===== config.mk =====
export PLATFORM = sky130hd
export DESIGN_NAME = mult_div_unit_flat
export DESIGN_NICKNAME = d
export VERILOG_FILES = /design/src/rtl/mult_div_unit_if.sv /design/src/rtl/mult_div_unit.sv /design/src/flat_wrapper.sv
export SDC_FILE = /design/constraint.sdc
export NUM_CORES = 1
export LEC_CHECK = 0
export ABC_CLOCK_PERIOD_IN_PS = 6050
export BUFFER_PORTS_ARGS = -buffer_cell sky130_fd_sc_hd__buf_4
export CAP_MARGIN = 25
export CORE_AREA = 2 2 168 170
export CTS_CLUSTER_SIZE = 24
export DETAILED_ROUTE_END_ITERATION = 8
export DIE_AREA = 0 0 170 172
export GPL_TIMING_DRIVEN = 0
export PLACE_DENSITY = 0.75
export SLEW_MARGIN = 30
export SYNTH_ARGS = -nofsm -noshare
export SYNTH_HDL_FRONTEND = slang
export SYNTH_SLANG_ARGS = --single-unit

===== constraint.sdc =====
create_clock -name clk -period 6.05 [get_ports clk]
set_input_delay 0.3025 -clock clk [delete_from_list [all_inputs] [get_ports clk]]
set_output_delay 0.3025 -clock clk [all_outputs]
set_load 0.02 [all_outputs]

===== src/rtl/mult_div_unit_if.sv =====
// Handshake and HI/LO bus between the pipeline and the multiply/divide unit.
// The pipeline side is the master; the unit itself is the slave.
interface mult_div_unit_if #(
   parameter int WIDTH = 32
);
   logic             start;
   logic [1:0]       op;
   logic [WIDTH-1:0] a;
   logic [WIDTH-1:0] b;
   logic             hi_we;
   logic             lo_we;
   logic [WIDTH-1:0] wd;
   logic             busy;
   logic             done;
   logic [WIDTH-1:0] hi;
   logic [WIDTH-1:0] lo;

   modport master (
      output start, op, a, b, hi_we, lo_we, wd,
      input  busy, done, hi, lo
   );

   modport slave (
      input  start, op, a, b, hi_we, lo_we, wd,
      output busy, done, hi, lo
   );
endinterface


===== src/rtl/mult_div_unit.sv =====
// Iterative radix-2 multiply/divide unit with architectural HI/LO registers.
// Signed operations run on magnitudes; the sign is restored in a single FIX cycle.
module mult_div_unit #(
   parameter int WIDTH = 32
) (
   input  logic           clk,
   input  logic           rst_n,
   mult_div_unit_if.slave bus
);

   typedef enum logic [1:0] {
      IDLE = 2'd0,
      CALC = 2'd1,
      FIX  = 2'd2
   } state_t;

   localparam logic [5:0] LAST_ITER = 6'(WIDTH - 1);

   state_t             state_q;
   logic [5:0]         cnt_q;
   logic               is_div_q;
   logic               neg_res_q;
   logic               neg_rem_q;
   logic               div_zero_q;
   logic [WIDTH-1:0]   opnd_q;
   logic [2*WIDTH-1:0] acc_q;
   logic               busy_q;
   logic               done_q;
   logic [WIDTH-1:0]   hi_q;
   logic [WIDTH-1:0]   lo_q;

   logic               signed_op;
   logic               is_div;
   logic               a_neg;
   logic               b_neg;
   logic [WIDTH-1:0]   a_mag;
   logic [WIDTH-1:0]   b_mag;

   always_comb begin
      signed_op = ~bus.op[0];
      is_div    = bus.op[1];
      a_neg     = signed_op & bus.a[WIDTH-1];
      b_neg     = signed_op & bus.b[WIDTH-1];
      a_mag     = a_neg ? -bus.a : bus.a;
      b_mag     = b_neg ? -bus.b : bus.b;
   end

   // Multiply: acc = {partial product, remaining multiplier bits}, shifted right.
   logic [WIDTH:0]     mul_sum;
   logic [2*WIDTH-1:0] mul_next;

   always_comb begin
      mul_sum  = {1'b0, acc_q[2*WIDTH-1:WIDTH]} + (acc_q[0] ? {1'b0, opnd_q} : '0);
      mul_next = {mul_sum, acc_q[WIDTH-1:1]};
   end

   // Divide: acc = {remainder, dividend/quotient}, shifted left; quotient bits enter at LSB.
   // The remainder stays below the divisor, so WIDTH bits hold it after each step.
   logic [WIDTH:0]     div_part;
   logic               div_ge;
   logic [WIDTH-1:0]   div_rem;
   logic [2*WIDTH-1:0] div_next;

   always_comb begin
      div_part = acc_q[2*WIDTH-1:WIDTH-1];
      div_ge   = div_part >= {1'b0, opnd_q};
      div_rem  = div_ge ? (div_part[WIDTH-1:0] - opnd_q) : div_part[WIDTH-1:0];
      div_next = {div_rem, acc_q[WIDTH-2:0], div_ge};
   end

   logic [2*WIDTH-1:0] prod_res;
   logic [WIDTH-1:0]   quo_mag;
   logic [WIDTH-1:0]   rem_mag;
   logic [WIDTH-1:0]   res_hi;
   logic [WIDTH-1:0]   res_lo;

   // A zero divisor leaves the dividend magnitude as remainder, so HI comes back as a.
   always_comb begin
      prod_res = neg_res_q ? -acc_q : acc_q;
      quo_mag  = acc_q[WIDTH-1:0];
      rem_mag  = acc_q[2*WIDTH-1:WIDTH];
      if (is_div_q) begin
         res_hi = neg_rem_q ? -rem_mag : rem_mag;
         res_lo = div_zero_q ? '1 : (neg_res_q ? -quo_mag : quo_mag);
      end else begin
         res_hi = prod_res[2*WIDTH-1:WIDTH];
         res_lo = prod_res[WIDTH-1:0];
      end
   end

   always_ff @(posedge clk or negedge rst_n) begin
      if (!rst_n) begin
         state_q    <= IDLE;
         cnt_q      <= '0;
         is_div_q   <= 1'b0;
         neg_res_q  <= 1'b0;
         neg_rem_q  <= 1'b0;
         div_zero_q <= 1'b0;
         opnd_q     <= '0;
         acc_q      <= '0;
         busy_q     <= 1'b0;
         done_q     <= 1'b0;
         hi_q       <= '0;
         lo_q       <= '0;
      end else begin
         done_q <= 1'b0;
         case (state_q)
            IDLE: begin
               if (bus.hi_we) hi_q <= bus.wd;
               if (bus.lo_we) lo_q <= bus.wd;
               if (bus.start) begin
                  state_q    <= CALC;
                  busy_q     <= 1'b1;
                  cnt_q      <= '0;
                  is_div_q   <= is_div;
                  neg_res_q  <= a_neg ^ b_neg;
                  neg_rem_q  <= a_neg;
                  div_zero_q <= is_div & (bus.b == '0);
                  opnd_q     <= is_div ? b_mag : a_mag;
                  acc_q      <= {{WIDTH{1'b0}}, (is_div ? a_mag : b_mag)};
               end
            end
            CALC: begin
               acc_q <= is_div_q ? div_next : mul_next;
               cnt_q <= cnt_q + 6'd1;
               if (cnt_q == LAST_ITER) state_q <= FIX;
            end
            FIX: begin
               hi_q    <= res_hi;
               lo_q    <= res_lo;
               done_q  <= 1'b1;
               busy_q  <= 1'b0;
               state_q <= IDLE;
            end
            default: begin
               state_q <= IDLE;
               busy_q  <= 1'b0;
            end
         endcase
      end
   end

   assign bus.busy = busy_q;
   assign bus.done = done_q;
   assign bus.hi   = hi_q;
   assign bus.lo   = lo_q;

endmodule


===== src/flat_wrapper.sv =====
// flat-port wrapper written by rule: the top's interface ports become plain ports
module mult_div_unit_flat 
#(
   parameter int WIDTH = 32
)
  (clk, rst_n, bus_start, bus_op, bus_a, bus_b, bus_hi_we, bus_lo_we, bus_wd, bus_busy, bus_done, bus_hi, bus_lo);
  mult_div_unit_if #(.WIDTH(WIDTH)) bus_i ();
  input  logic clk;
  input  logic rst_n;
  input wire logic [$bits(bus_i.start)-1:0] bus_start;
  input wire logic [$bits(bus_i.op)-1:0] bus_op;
  input wire logic [$bits(bus_i.a)-1:0] bus_a;
  input wire logic [$bits(bus_i.b)-1:0] bus_b;
  input wire logic [$bits(bus_i.hi_we)-1:0] bus_hi_we;
  input wire logic [$bits(bus_i.lo_we)-1:0] bus_lo_we;
  input wire logic [$bits(bus_i.wd)-1:0] bus_wd;
  output wire logic [$bits(bus_i.busy)-1:0] bus_busy;
  output wire logic [$bits(bus_i.done)-1:0] bus_done;
  output wire logic [$bits(bus_i.hi)-1:0] bus_hi;
  output wire logic [$bits(bus_i.lo)-1:0] bus_lo;
  assign bus_i.start = bus_start;
  assign bus_i.op = bus_op;
  assign bus_i.a = bus_a;
  assign bus_i.b = bus_b;
  assign bus_i.hi_we = bus_hi_we;
  assign bus_i.lo_we = bus_lo_we;
  assign bus_i.wd = bus_wd;
  assign bus_busy = bus_i.busy;
  assign bus_done = bus_i.done;
  assign bus_hi = bus_i.hi;
  assign bus_lo = bus_i.lo;
  mult_div_unit #(.WIDTH(WIDTH)) u_core (.clk(clk), .rst_n(rst_n), .bus(bus_i));
endmodule

After elaboration in Yosys (flattened, before gate mapping)
Index checks and enable logic that the tools add are counted.
{"block": "op_classes", "add_sub_neg": 8, "n_mul": 0, "div_mod_pow": 0, "magnitude_cmp": 1, "eq_ne": 7, "shift": 0, "n_mux": 27, "bitwise_logic": 6, "n_reduce_logical": 10}
{"operator": "two-way mux 32 bit", "count": 13}
{"operator": "two-way mux 64 bit", "count": 3}
{"operator": "negator 32 bit", "count": 4}
{"operator": "case mux 32 bit (2 select lines)", "count": 2}
{"operator": "case mux 64 bit (2 select lines)", "count": 1}
{"operator": "negator 64 bit", "count": 1}
{"operator": "adder 32 x 33 -> 33 bit", "count": 1}
{"operator": "greater-or-equal comparator 33 x 32 -> 1 bit", "count": 1}
{"operator": "zero test 32 bit", "count": 1}
{"operator": "subtractor 32 bit", "count": 1}
{"operator": "case mux 6 bit (2 select lines)", "count": 1}
{"operator": "AND reduction 2 bit", "count": 6}
{"operator": "adder 6 x 1 -> 6 bit, second input constant", "count": 1}
{"operator": "equality test 6 x 5 -> 1 bit, second input constant", "count": 1}
{"operator": "two-way mux 6 bit", "count": 1}
{"operator": "inequality test 2 bit, second input constant", "count": 3}
{"operator": "two-way mux 2 bit", "count": 2}
{"operator": "case mux 2 bit (2 select lines)", "count": 1}
{"operator": "nonzero test 2 bit", "count": 2}
{"operator": "AND 1 bit", "count": 3}
{"operator": "equality test 2 x 1 -> 1 bit, second input constant", "count": 1}
{"operator": "equality test 2 bit, second input constant", "count": 1}
{"operator": "zero test 2 bit", "count": 1}
{"operator": "two-way mux 1 bit", "count": 2}
{"operator": "other kinds (4)", "count": 5}
{"block": "totals", "ff_bits": 174, "latchBits": 0, "ram_bits": 0, "romBits": 0, "in_bits": 103, "out_inout_bits": 66, "word_cells": 71, "mem_count": 0}

Depth between registers and ports, before layout
{"block": "depth", "word_depth": 6, "depth_mapped": 13, "ltp_nobuf": 12}

Least setup slack after synthesis
Ideal clock, no wire load.
{"block": "synth_timing", "path_kind": "register -> register", "start": "register u_core.acc_q[0]", "end": "register u_core.acc_q[62]", "arrival_time_ns": 3.061, "t_required_ns": 5.924, "slack_ns": 2.864, "stages_incl_launch_ff": 13, "period_less_slack_ns": 3.186, "cell_sequence": "dfrtp_1 -> inv_1 -> clkbuf_1 -> nor2_1 -> ha_1 -> o21a_1 -> o211a_1 -> a31o_2 -> o21ai_1 -> o311ai_0 -> a221oi_1 -> xnor2_1 -> a221o_1"}
{"block": "synth_between", "elab_chain_cells": 4}
{"item": "from (decl)", "line_no": "mult_div_unit.sv:26", "rtl": "logic [2*WIDTH-1:0] acc_q;"}
{"item": "from (signal assigned)", "line_no": "mult_div_unit.sv:120", "rtl": "acc_q <= {{WIDTH{1'b0}}, (is_div ? a_mag : b_mag)};"}
{"item": "from (signal assigned)", "line_no": "mult_div_unit.sv:124", "rtl": "acc_q <= is_div_q ? div_next : mul_next;"}
{"item": "two-way mux 32 bit", "line_no": "mult_div_unit.sv:53", "rtl": "mul_sum = {1'b0, acc_q[2*WIDTH-1:WIDTH]} + (acc_q[0] ? {1'b0, opnd_q} : '0);"}
{"item": "adder 32 x 33 -> 33 bit", "line_no": "mult_div_unit.sv:53"}
{"item": "two-way mux 64 bit", "line_no": "mult_div_unit.sv:124"}
{"item": "case mux 64 bit (2 select lines)", "line_no": "mult_div_unit.sv:107", "rtl": "case (state_q)"}
Every way passes these cells.
A chain may end at the register's enable or synchronous reset.

Worst setup path in the final report
Ends and elaborated chain as after synthesis.

==> metrics.txt <==
Clock transition at path regs=70 ps; sequential-to-total area share from yosys stat=0.291; CTS tree=yes; Filler cells=2535; delay-heaviest family, CP=compound AO/OA/AOI/OAI gates; post-route ant nets=0; Pwr Density=645 mW/mm²; path type of the worst setup path=flop to flop; core box area=0.0275 mm²; CP Capture Type=flop; Final Cycle Share=0.670; DIE WIDTH=170 µm; Worst slew margin=0.429; post-DP HPWL=44200 µm; cts bufs inserted=17; Min-Delay Path Class=input pin to flop; asr flop ratio synth=1.00; Multi-input gate area=0.00991 mm²; Worst setup SP type=flop; CP Max Fanout=10; Layout area overhead=15.9%; initial DRC count=1809; Post-CTS Hold Buffers=1; largest area contributor in the netlist=dfrtp_1; Period minus WS final=4050 ps; ant diodes=0; row count=61; flip-flop and latch area=0.00435 mm²; crit path cell chain=inv_1, clkbuf_1, nor2_1, ha_1, o211ai_1, o211ai_1, a31o_2, o21ai_1, o311ai_0, a221oi_1, xnor2_1, a221o_1; final core occ=0.631; WHS Path Cells=2; Setup TNS=0 ps; Starting Density=0.545; syn_nets=2074; Leak Pwr=7.48 nW; final WL=55700 µm; pin count of the biggest net entering global routing=67; Worst Tran Pin Value=850 ps; Mapped Cells=1900; CTS H-tree lvls=4; most frequent cell after synthesis=o21ai_0; top cells by area, synth=dfrtp_1 (29%), xnor2_1 (6.6%), o21ai_0 (6.5%); fmax=247 MHz; vias post-DR=15700; worst-case hold slack=114 ps; Syn Area/Cell=7.88 µm²; Synth Register Bits=174; Post-Route Skew=11.6 ps; crit-path most repeated cell=o211ai_1; Die ar.=0.0292 mm²; Setup Viol. Count Final=0; grt ovf=0; number of synthesized flops with an enable pin=0; worst r2r dst=u_core.acc_q[62]; Slew Viols, Final=0; Final WS setup=2000 ps; PortBufs=167; R2R setup slack=2000 ps; Via density=6.42; first-pass GRT wire length=84900 µm; Resize count post-CTS=0; R2R cell count=12; Skew-Pair Late Insertion Delay=450 ps; Critical-path top delay cell=o311ai_0; Mapped Area=0.0150 mm²; initial antenna violation count=0; hold_sp=bus_op[0]; top-area cell type share of the netlist area=0.291; root buffer cell=clkbuf_16; Levels on crit path=12; Post-CTS Setup Inserts=0; ys flop type=dfrtp_1; MaxCap Viol Count=0; GPL Wtd Cong=0.984; DRT Pass-1 Iters=6; setup repair after global routing missed its margin=no; die height=172 µm; average wire per standard cell=22.8 µm; CTS Buffer Depth=2; Top Ports=169; synth cell count leaders=o21ai_0 (195), nand2_1 (192), dfrtp_1 (174); Post-route DRC=0; status=finished clean; Max IR drop VDD=0.381 mV; crit-path max cell delay=730 ps; CTS sink count=174; YS warnings=0; Worst Hold Path EP=u_core.neg_res_q; dpl ws=2050 ps; vias in the first global route=14700; Yosys cell types=81; Crit path required time=6390 ps; CP arrival=4390 ps; Worst Path Buf+Inv=2; layout cell share with drive strength beyond 1=0.124; Fin. Hold Viols=0; Reg-to-Reg Start=u_core.acc_q[0]; post-layout net count=2263; Total GRT Usage=0.382
where the power goes:
part / internal (mW) / total (mW) / switching (mW)
logic: 3.02 / 7.54 / 4.52
clock network: 0.603 / 1.16 / 0.553
registers: 1.75 / 2.48 / 0.729
flip-flops by register name, indices dropped and copies added, names as in the netlist:
name               cells
u_core.acc_q          64
u_core.bus.busy        1
u_core.bus.done        1
u_core.bus.hi         32
u_core.bus.lo         32
u_core.cnt_q           6
u_core.div_zero_q      1
u_core.is_div_q        1
u_core.neg_rem_q       1
u_core.neg_res_q       1
u_core.opnd_q         32
u_core.state_q         2
logic make-up after synthesis:
family,Yosys count,share of synthesized area
AOI/OAI and AO/OA,643,0.266
xor gates and xnor gates,166,0.0972
adders and majority gates,71,0.0604
buffers and inverters,181,0.0477
DFF,174,0.291
muxes,66,0.0447
and+or+nand+nor,599,0.193
worst max-delay path by stage:
stage | to | from
floorplan | u_core.acc_q[62] | u_core.acc_q[0]
global placement | u_core.acc_q[56] | u_core.acc_q[45]
detailed placement | u_core.acc_q[61] | u_core.acc_q[0]
CTS | u_core.acc_q[61] | u_core.acc_q[0]
global route | u_core.acc_q[61] | u_core.acc_q[0]
finish | u_core.acc_q[62] | u_core.acc_q[0]
cell type report:
type | instances | share of cell area
inverters | 66 | 0.0143
clock inverters | 14 | 0.00952
clock buffers | 18 | 0.0253
repair buffers | 170 | 0.0765
well taps | 346 | 0.0250
multi-input cells | 1545 | 0.571
flip-flops and latches | 174 | 0.251
plain buffers | 115 | 0.0268
metrics by stage:
step	std cells	total power, mW	area [µm²]
detailed placement	2415	9.83	16700
floorplan	1900	7.56	15000
global placement	2413	9.67	16600
finish	2448	11.2	17300
CTS	2448	11.0	17300
global route	2448	12.0	17300
placed cells by master, fill, tap and decap left out, drive strengths merged, types with 25 or more instances in the layout:
cell type,count
nand2,192
nor3,42
inv,74
o22ai,44
a21oi,166
xor2,53
o21ai,211
dfrtp,174
buf,188
clkbuf,114
ha,69
or3,25
nor2,171
mux2i,59
xnor2,113
per-layer routing:
metal  GRT usage  part of all wire
met4       0.187             0.049
met2       0.604              0.44
met3      0.0510             0.084
met5           0                 0
met1       0.518              0.42
Note: power is estimated with default switching activity, not from simulation.
